<file path="config.mk">
export PLATFORM = sky130hd
export DESIGN_NAME = uart_rx_cfg
export DESIGN_NICKNAME = d
export VERILOG_FILES = /design/src/rtl/uart_pkg.sv /design/src/rtl/uart_rx_sampler.sv /design/src/rtl/uart_rx_cfg.sv
export SDC_FILE = /design/constraint.sdc
export NUM_CORES = 1
export LEC_CHECK = 0
export CORE_UTILIZATION = 30
export CTS_CLUSTER_SIZE = 10
export DETAILED_ROUTE_END_ITERATION = 6
export DONT_BUFFER_PORTS = 1
export GPL_ROUTABILITY_DRIVEN = 0
export PLACE_DENSITY = 0.56
export SLEW_MARGIN = 25
export SYNTH_ARGS = -nofsm -noshare
export SYNTH_HDL_FRONTEND = slang
export SYNTH_SLANG_ARGS = --single-unit
</file>
<file path="constraint.sdc">
create_clock -name i_clk -period 2 [get_ports i_clk]
set_clock_uncertainty 0.1 [all_clocks]
set_input_delay 0.3 -clock i_clk [delete_from_list [all_inputs] [get_ports i_clk]]
set_output_delay 0.3 -clock i_clk [all_outputs]
set_load 0.03 [all_outputs]
</file>
<file path="src/rtl/uart_pkg.sv">
// Shared UART definitions: receiver state encoding, parity mode constants and the
// 3-sample majority helper (also intended for the TX successor).
package uart_pkg;

    typedef enum logic [2:0] {
        ST_IDLE   = 3'd0,
        ST_START  = 3'd1,
        ST_DATA   = 3'd2,
        ST_PARITY = 3'd3,
        ST_STOP   = 3'd4
    } rx_state_t;

    localparam logic PAR_EVEN = 1'b0;
    localparam logic PAR_ODD  = 1'b1;

    function automatic logic maj3(input logic a, input logic b, input logic c);
        return (a & b) | (a & c) | (b & c);
    endfunction

endpackage

</file>
<file path="src/rtl/uart_rx_sampler.sv">
// Line front end: 2-flop synchroniser plus a 3-tap majority voter around mid-bit.
// The third tap is the live synchronised line, so o_bit_val is valid at tick s==OS/2+1.
module uart_rx_sampler
    import uart_pkg::*;
#(
    parameter int OVERSAMPLE = 16,
    parameter int SW         = $clog2(OVERSAMPLE)
) (
    input  logic          i_clk,
    input  logic          i_reset,
    input  logic          i_rx,
    input  logic          i_s_tick,
    input  logic [SW-1:0] i_s,
    output logic          o_rx_s,
    output logic          o_bit_val
);

    localparam logic [SW-1:0] S_A = SW'(OVERSAMPLE / 2 - 1);
    localparam logic [SW-1:0] S_B = SW'(OVERSAMPLE / 2);

    logic [1:0] r_sync;
    logic [1:0] r_smp;

    always_ff @(posedge i_clk or posedge i_reset) begin
        if (i_reset) begin
            r_sync <= 2'b11;
            r_smp  <= 2'b11;
        end else begin
            r_sync <= {r_sync[0], i_rx};
            if (i_s_tick && i_s == S_A) r_smp[0] <= r_sync[1];
            if (i_s_tick && i_s == S_B) r_smp[1] <= r_sync[1];
        end
    end

    assign o_rx_s    = r_sync[1];
    assign o_bit_val = maj3(r_smp[0], r_smp[1], r_sync[1]);

endmodule

</file>
<file path="src/rtl/uart_rx_cfg.sv">
// Configurable oversampling UART receiver: runtime parity / stop-bit selection,
// false-start rejection, parity / frame / break flags, half-bit early exit on the last stop bit.
module uart_rx_cfg
    import uart_pkg::*;
#(
    parameter int D_BIT      = 8,
    parameter int OVERSAMPLE = 16
) (
    input  logic             i_clk,
    input  logic             i_reset,
    input  logic             i_rx,
    input  logic             i_s_tick,
    input  logic             i_parity_en,
    input  logic             i_parity_odd,
    input  logic             i_two_stop,
    output logic             o_rx_done_tick,
    output logic [D_BIT-1:0] o_data,
    output logic             o_parity_err,
    output logic             o_frame_err,
    output logic             o_break,
    output logic             o_busy
);

    localparam int SW = $clog2(OVERSAMPLE);
    localparam int NW = $clog2(D_BIT);
    localparam logic [SW-1:0] S_MID  = SW'(OVERSAMPLE / 2 + 1);
    localparam logic [SW-1:0] S_LAST = SW'(OVERSAMPLE - 1);
    localparam logic [NW-1:0] N_LAST = NW'(D_BIT - 1);

    rx_state_t        r_state, w_state_nxt;
    logic [SW-1:0]    r_s, w_s_nxt;
    logic [NW-1:0]    r_n, w_n_nxt;
    logic [D_BIT-1:0] r_shreg, w_shreg_nxt;
    logic             r_par_en, r_par_odd, r_two_stop;
    logic             r_stop_idx, w_stop_idx_nxt;
    logic             r_pbit, w_pbit_nxt;
    logic             r_perr, w_perr_nxt;
    logic             r_ferr, w_ferr_nxt;
    logic             r_brk, w_brk_nxt;
    logic             w_done;
    logic             w_rx_s, w_bit, w_mid, w_end, w_start;

    uart_rx_sampler #(.OVERSAMPLE(OVERSAMPLE), .SW(SW)) u_sampler (
        .i_clk     (i_clk),
        .i_reset   (i_reset),
        .i_rx      (i_rx),
        .i_s_tick  (i_s_tick),
        .i_s       (r_s),
        .o_rx_s    (w_rx_s),
        .o_bit_val (w_bit)
    );

    assign w_mid   = i_s_tick && (r_s == S_MID);
    assign w_end   = i_s_tick && (r_s == S_LAST);
    assign w_start = (r_state == ST_IDLE) && !w_rx_s;

    always_comb begin
        w_state_nxt    = r_state;
        w_s_nxt        = r_s;
        w_n_nxt        = r_n;
        w_shreg_nxt    = r_shreg;
        w_stop_idx_nxt = r_stop_idx;
        w_pbit_nxt     = r_pbit;
        w_perr_nxt     = r_perr;
        w_ferr_nxt     = r_ferr;
        w_brk_nxt      = r_brk;
        w_done         = 1'b0;
        if (i_s_tick && r_state != ST_IDLE) w_s_nxt = w_end ? '0 : r_s + 1'b1;
        case (r_state)
            ST_IDLE: begin
                w_s_nxt = '0;
                if (!w_rx_s) begin
                    w_state_nxt    = ST_START;
                    w_n_nxt        = '0;
                    w_stop_idx_nxt = 1'b0;
                    w_pbit_nxt     = 1'b0;
                    w_perr_nxt     = 1'b0;
                    w_ferr_nxt     = 1'b0;
                    w_brk_nxt      = 1'b0;
                end
            end
            ST_START: begin
                if (w_mid && w_bit) begin
                    w_state_nxt = ST_IDLE;
                    w_s_nxt     = '0;
                end else if (w_end) begin
                    w_state_nxt = ST_DATA;
                    w_n_nxt     = '0;
                end
            end
            ST_DATA: begin
                if (w_mid) w_shreg_nxt = {w_bit, r_shreg[D_BIT-1:1]};
                if (w_end) begin
                    if (r_n == N_LAST) w_state_nxt = r_par_en ? ST_PARITY : ST_STOP;
                    else               w_n_nxt     = r_n + 1'b1;
                end
            end
            ST_PARITY: begin
                if (w_mid) begin
                    w_pbit_nxt = w_bit;
                    w_perr_nxt = ((^r_shreg) ^ w_bit) != r_par_odd;
                end
                if (w_end) w_state_nxt = ST_STOP;
            end
            ST_STOP: begin
                // Break is judged on the first stop bit only; a low stop bit always sets frame error.
                if (w_mid) begin
                    if (!w_bit) w_ferr_nxt = 1'b1;
                    if (!r_stop_idx) w_brk_nxt = (r_shreg == '0) && !r_pbit && !w_bit;
                    if (!r_two_stop || r_stop_idx) begin
                        w_state_nxt = ST_IDLE;
                        w_s_nxt     = '0;
                        w_done      = 1'b1;
                    end
                end else if (w_end) begin
                    w_stop_idx_nxt = 1'b1;
                end
            end
            default: begin
                w_state_nxt = ST_IDLE;
                w_s_nxt     = '0;
            end
        endcase
    end

    always_ff @(posedge i_clk or posedge i_reset) begin
        if (i_reset) begin
            r_state        <= ST_IDLE;
            r_s            <= '0;
            r_n            <= '0;
            r_shreg        <= '0;
            r_par_en       <= 1'b0;
            r_par_odd      <= PAR_EVEN;
            r_two_stop     <= 1'b0;
            r_stop_idx     <= 1'b0;
            r_pbit         <= 1'b0;
            r_perr         <= 1'b0;
            r_ferr         <= 1'b0;
            r_brk          <= 1'b0;
            o_rx_done_tick <= 1'b0;
            o_data         <= '0;
            o_parity_err   <= 1'b0;
            o_frame_err    <= 1'b0;
            o_break        <= 1'b0;
        end else begin
            r_state        <= w_state_nxt;
            r_s            <= w_s_nxt;
            r_n            <= w_n_nxt;
            r_shreg        <= w_shreg_nxt;
            r_stop_idx     <= w_stop_idx_nxt;
            r_pbit         <= w_pbit_nxt;
            r_perr         <= w_perr_nxt;
            r_ferr         <= w_ferr_nxt;
            r_brk          <= w_brk_nxt;
            o_rx_done_tick <= w_done;
            if (w_start) begin
                r_par_en   <= i_parity_en;
                r_par_odd  <= i_parity_odd;
                r_two_stop <= i_two_stop;
            end
            if (w_done) begin
                o_data       <= r_shreg;
                o_parity_err <= w_perr_nxt;
                o_frame_err  <= w_ferr_nxt;
                o_break      <= w_brk_nxt;
            end
        end
    end

    assign o_busy = (r_state != ST_IDLE);

endmodule

</file>
* Word-level counts from Yosys, hierarchy flattened *
Index checks and enable logic that the tools add are counted.

word-level totals
  bits in registers = 42
  bits of input ports = 7
  output and inout port bits = 13
  word-level logic and storage cells = 120

cells by class
  add/subtract/negate cells = 2
  eq/ne operators = 23
  muxes and demuxes = 42
  bitwise gates (word level) = 6
  reduce and logical (&&, ||, !) cells = 27

operator list
  kind                   count
  $mux W3                14
  $ne A2 B2 Y1 const B   12
  $mux W4                5
  $mux W1                15
  $pmux W3 S5            1
  $eq A4 B4 Y1 const B   3
  $pmux W4 S3            1
  $pmux W1 S2            5
  $logic_and A1 B1 Y1    9
  $pmux W3 S3            1
  $logic_not A8 Y1       1
  $reduce_xor A8 Y1      1
  $reduce_and A7 Y1      1
  $eq A3 B2 Y1 const B   2
  $eq A3 B3 Y1 const B   2
  $reduce_and A6 Y1      1
  $reduce_bool A3 Y1     2
  $add A4 B1 Y4 const B  1
  $eq A4 B3 Y1 const B   1
  $logic_not A1 Y1       4
  $reduce_and A4 Y1      1
  $reduce_bool A2 Y1     2
  $add A3 B1 Y3 const B  1
  $and A1 B1 Y1          3
  other kinds (10)       11

* Longest topological paths before layout *
Gate-level depths: netlist (run 1).

  word-level depth = 8
  gate-level depth with buffers = 7
  mapped depth without buffers = 6

* By module *
Synthesis (run 1) repeated with hierarchy kept, for this count alone.

second synthesis, totals
  cells, all modules = 182
  area total of the unflattened synthesis = 2079.5 sq um

by module, submodules not included
  module           times used  cells an instance  area each (sq um)  seq. area each (sq um)
  uart_rx_cfg      1           170                1903.1             950.9
  uart_rx_sampler  1           12                 176.4              105.1

* Worst setup path before layout (run 1) *
OpenSTA, ideal clock, no wires.

  kind = reg-to-reg
  from = reg r_n[0]
  to = reg r_n[0]
  setup time = 0.125 ns
  data arrival time = 1.627 ns
  required time = 1.775 ns
  slack = 0.148 ns
  stages on the path, launching flop included = 6
  path buffers = 0
  period minus slack after synthesis = 1.852 ns
  cell sequence = dfrtp_1 ha_1 ha_1 or4_1 a21o_1 mux2_2

between the ends
  cells in the longest elaborated chain, start to end = 4
  elaborated cells on any way between the ends = 7
  those cells by class = add/sub: 1; eq/ne: 2; mux: 3; reduce/logical: 1

RTL lines
  element                 RTL line            text
  from (decl)             uart_rx_cfg.sv:32   logic [NW-1:0] r_n, w_n_nxt;
  from (signal assigned)  uart_rx_cfg.sv:148  r_n <= w_n_nxt;
  $add A3 B1 Y3           uart_rx_cfg.sv:95   else w_n_nxt = r_n + 1'b1;
  $mux W3                 uart_rx_cfg.sv:94   if (r_n == N_LAST) w_state_nxt = r_par_en ? ST_PARITY : ST_STOP;
  $mux W3                 uart_rx_cfg.sv:93   if (w_end) begin
  $pmux W3 S3             uart_rx_cfg.sv:69   case (r_state)

Parallel ways exist; a longest one is shown, timed or not. The select of a mux whose other input is x is not followed.
A chain may end at the register's enable or synchronous reset.

* Worst setup path after layout (run 1) *
Ends and elaborated chain as after synthesis.

==> summary.md, run 1 <==
| Metric | Value |
|---|---|
| Grt met1 use | 15.7% |
| Clock Latency Late Sink | 300 ps |
| Root Buffer | clkbuf_8 |
| CTS Buffer Depth | 2 |
| Synthesized instance count | 199 |
| CP Capture Type | flop |
| Nets@finish | 229 |
| Post-Syn Area | 2060 um2 |
| CTS Buf Count | 5 |
| Worst EP required | 2080 ps |
| CTS Sinks | 42 |
| Slew Limit Fails | 0 |
| Tcrit/Tclk final | 97.1% |
| Min cycle time layout | 1940 ps |
| CP top delay family | simple AND/OR/NAND/NOR gates |
| Outcome | finished with violations |
| Worst-Margin Slew | 524 ps |
| Routed vias | 1415 |
| Count of cell types in the netlist | 49 |
| Slowest stage cell, crit path | or4_1 |
| CP max stage delay | 470 ps |
| # H-tree levels | 2 |
| Top Usage Layer GRT | met2 |
| # fillers | 665 |
| Power density cells | 1050 nW/um2 |
| Post-route ant nets | 0 |
| PortBufs | 0 |
| Layout area overhead | 14.7% |
| Unrepaired setup endpoints after global routing | no |
| Fraction of layout cells with a size suffix above 1 | 17.3% |
| Final count of hold timing violations | 0 |
| # diodes | 0 |
| Most frequent cell on the critical path | ha_1 |
| DIE WIDTH | 84.8 um |
| Initial antenna violation count | 0 |
| CTS tree | done |
| Mapped Avg Cell Area | 10.3 um2 |
| Die height | 84.8 um |
| Pin count of the biggest net entering global routing | 43 |
| Met2 usage | 19.2% |
| Post-Syn Nets | 215 |
| DPL Wire Length | 2710 um |
| Max Fclk | 0.515 GHz |
| Initial drt markers | 30 |
| Startpoint class of the critical path | flop |
| Most common cell after layout, fill and taps aside | dfrtp_1 |
| Commonest non-fill, non-tap cells in the layout | dfrtp_1, nand2_1, o21ai_0, nor2_1, inv_1 |
| Met3 usage | 4.52% |
| Ys flop type | dfrtp_1 |
| Crit-path cells | ha_1 > ha_1 > or4_1 > a21o_1 > mux2_2 |
| WL/cell | 13.2 um |
| Max transition margin | 64.6% |
| Number of global-route vias before repair | 1405 |
| Yosys reg bits | 42 |
| Post-route setup TNS | 0 ps |
| Final setup viols | 0 |
| Final Core Density | 36.3% |
| CP Data Arrival Time | 2030 ps |
| Failing checks | design-rule violations |
| WL final | 3830 um |
| VDD IR max | 0.000441 V |
| Clk slew on worst S/H paths | 80 ps |
| Leakage power total | 1.04 nW |
| Gr ovfl total | 0 |
| Crit path max fanout | 3 |
| Vias/cell | 4.86 |
| Residual DRC | 1 |
| # rows | 29 |
| Core area | 6490 um2 |
| Sequential share of the synthesized area | 51.4% |
| Post-synth EDFFs | 0 |
| IO Pins | 20 |
| First-pass detailed-route iteration total | 6 |
| Die Area | 7190 um2 |
| GRT Total Usage | 12.2% |
| Initial Util | 31.7% |
| Max_cap viols | 0 |
| Buf/Inv on CP | 0 |
| Asr flop ratio synth | 100% |
| Crit path kind | flop to flop |
| First-pass GRT wire length | 6760 um |
| Synth warnings | 0 |
| Hold Path Class | input pin to flop |
## repair_timing
item                                    in CTS  in global routing
resized for setup                            0                  1
hold endpoints to repair                    42                  0
setup buffers                                0                  0
hold buffers                                 5                  0
endpoints found under the setup margin       0                  1
## worst paths after layout
path / depth (start not counted) / end / start / slack, ps
worst max-delay path: 5 / r_n[0] / r_n[0] / 60
worst min-delay path: 2 / u_sampler.r_smp[1] / i_s_tick / 160
worst max register to register: 5 / r_n[0] / r_n[0] / 60
worst min register to register: 0 / u_sampler.r_sync[1] / u_sampler.r_sync[0] / 260
max in group asynchronous: 3 / u_sampler.r_sync[1] / i_reset / 1170
min in group asynchronous: 3 / r_state[0] / i_reset / 370
## per-stage QoR
| stage | cells | area (um2) | hold WS [ps] | power [mW] | setup slack, ps |
|---|---|---|---|---|---|
| finish | 291 | 2360 | 156 | 2.47 | 58.5 |
| global route | 291 | 2360 | 155 | 2.64 | 4.77 |
| CTS | 291 | 2350 | 149 | 2.48 | 47.9 |
| detailed placement | 278 | 2190 | 156 | 1.79 | 65.7 |
| global placement | 278 | 2190 | 151 | 1.79 | 117 |
| floorplan | 199 | 2060 | 204 | 1.61 | 149 |
## power by group
group | switching, mW | internal, mW | leakage (nW)
registers | 0.121 | 0.973 | 0.559
logic | 0.376 | 0.324 | 0.418
clock network | 0.305 | 0.368 | 0.0579
total | 0.802 | 1.66 | 1.04
## area by class of cell
class / instances / area [um2] / area share [%]
inverter: 13 / 48.8 / 2.07
sequential: 42 / 1060 / 44.8
clock buffer: 5 / 68.8 / 2.92
tap: 77 / 96.3 / 4.09
clock inverter: 3 / 40.0 / 1.70
multi-input combinational: 136 / 910 / 38.6
timing repair buffer: 15 / 138 / 5.84
## cell families (layout without fill, tap and decap cells)
family | after synthesis | after routing | synth area share, %
XOR/XNOR | 6 | 6 | 2.56
AND/OR/NAND/NOR | 72 | 72 | 17.8
AO/OA/AOI/OAI | 38 | 38 | 11.9
buffers and inverters | 21 | 36 | 4.69
multiplexers | 10 | 10 | 5.66
flip-flops | 42 | 42 | 51.4
adder cells (fa/ha/maj) | 10 | 10 | 6.03
## worst reg2reg max path, cell delays in order (launching register included)
cell,delay (ps)
dfrtp_1,390
ha_1,200
ha_1,200
or4_1,470
a21o_1,200
mux2_2,270
## layer usage
metal  up-vias  part of all wire [%]
li1        717                     -
met4         0                   1.8
met5         -                     0
met3         9                   3.8
met1       661                    49
met2        28                    45
## cells in the mapped netlist (2+ instances only)
| cell | number | area [um2] |
|---|---|---|
| nor2_1 | 13 | 48.8 |
| nand2b_1 | 3 | 18.8 |
| dfstp_2 | 4 | 105 |
| mux2_2 | 6 | 67.6 |
| nand4_1 | 2 | 12.5 |
| or4_1 | 2 | 15.0 |
| buf_2 | 2 | 10.0 |
| clkbuf_1 | 4 | 15.0 |
| a21oi_1 | 5 | 25.0 |
| inv_1 | 12 | 45.0 |
| nor3_1 | 2 | 10.0 |
| nand3b_1 | 4 | 30.0 |
| mux2i_1 | 2 | 20.0 |
| nand2_1 | 31 | 116 |
| xnor2_1 | 5 | 43.8 |
| a31oi_1 | 4 | 25.0 |
| o21ai_0 | 15 | 75.1 |
| ha_1 | 9 | 113 |
| buf_6 | 2 | 22.5 |
| a22o_1 | 3 | 26.3 |
| nand3_1 | 4 | 20.0 |
| dfrtp_1 | 38 | 951 |
## registers in the layout, summed over array words and instances (netlist names), 2 cells and up
| register | cells |
|---|---|
| r_s | 4 |
| r_state | 3 |
| u_sampler.r_smp | 2 |
| r_shreg | 8 |
| o_data | 8 |
| u_sampler.r_sync | 2 |
| r_n | 3 |
Power figures use the tool's default switching activity.
==> run 2: changes to the inputs <==
Settings changed: CAP_MARGIN set to 20, SKIP_LAST_GASP set to 1.
==> results of run 2 <==
Same layout as run 1: the final DEF is identical, and so are final timing and power.
==> run 3: changes to the inputs <==
Settings changed: HOLD_SLACK_MARGIN set to 0.03.
==> results of run 3 <==
Same layout as run 1: the final DEF is identical, and so are final timing and power.
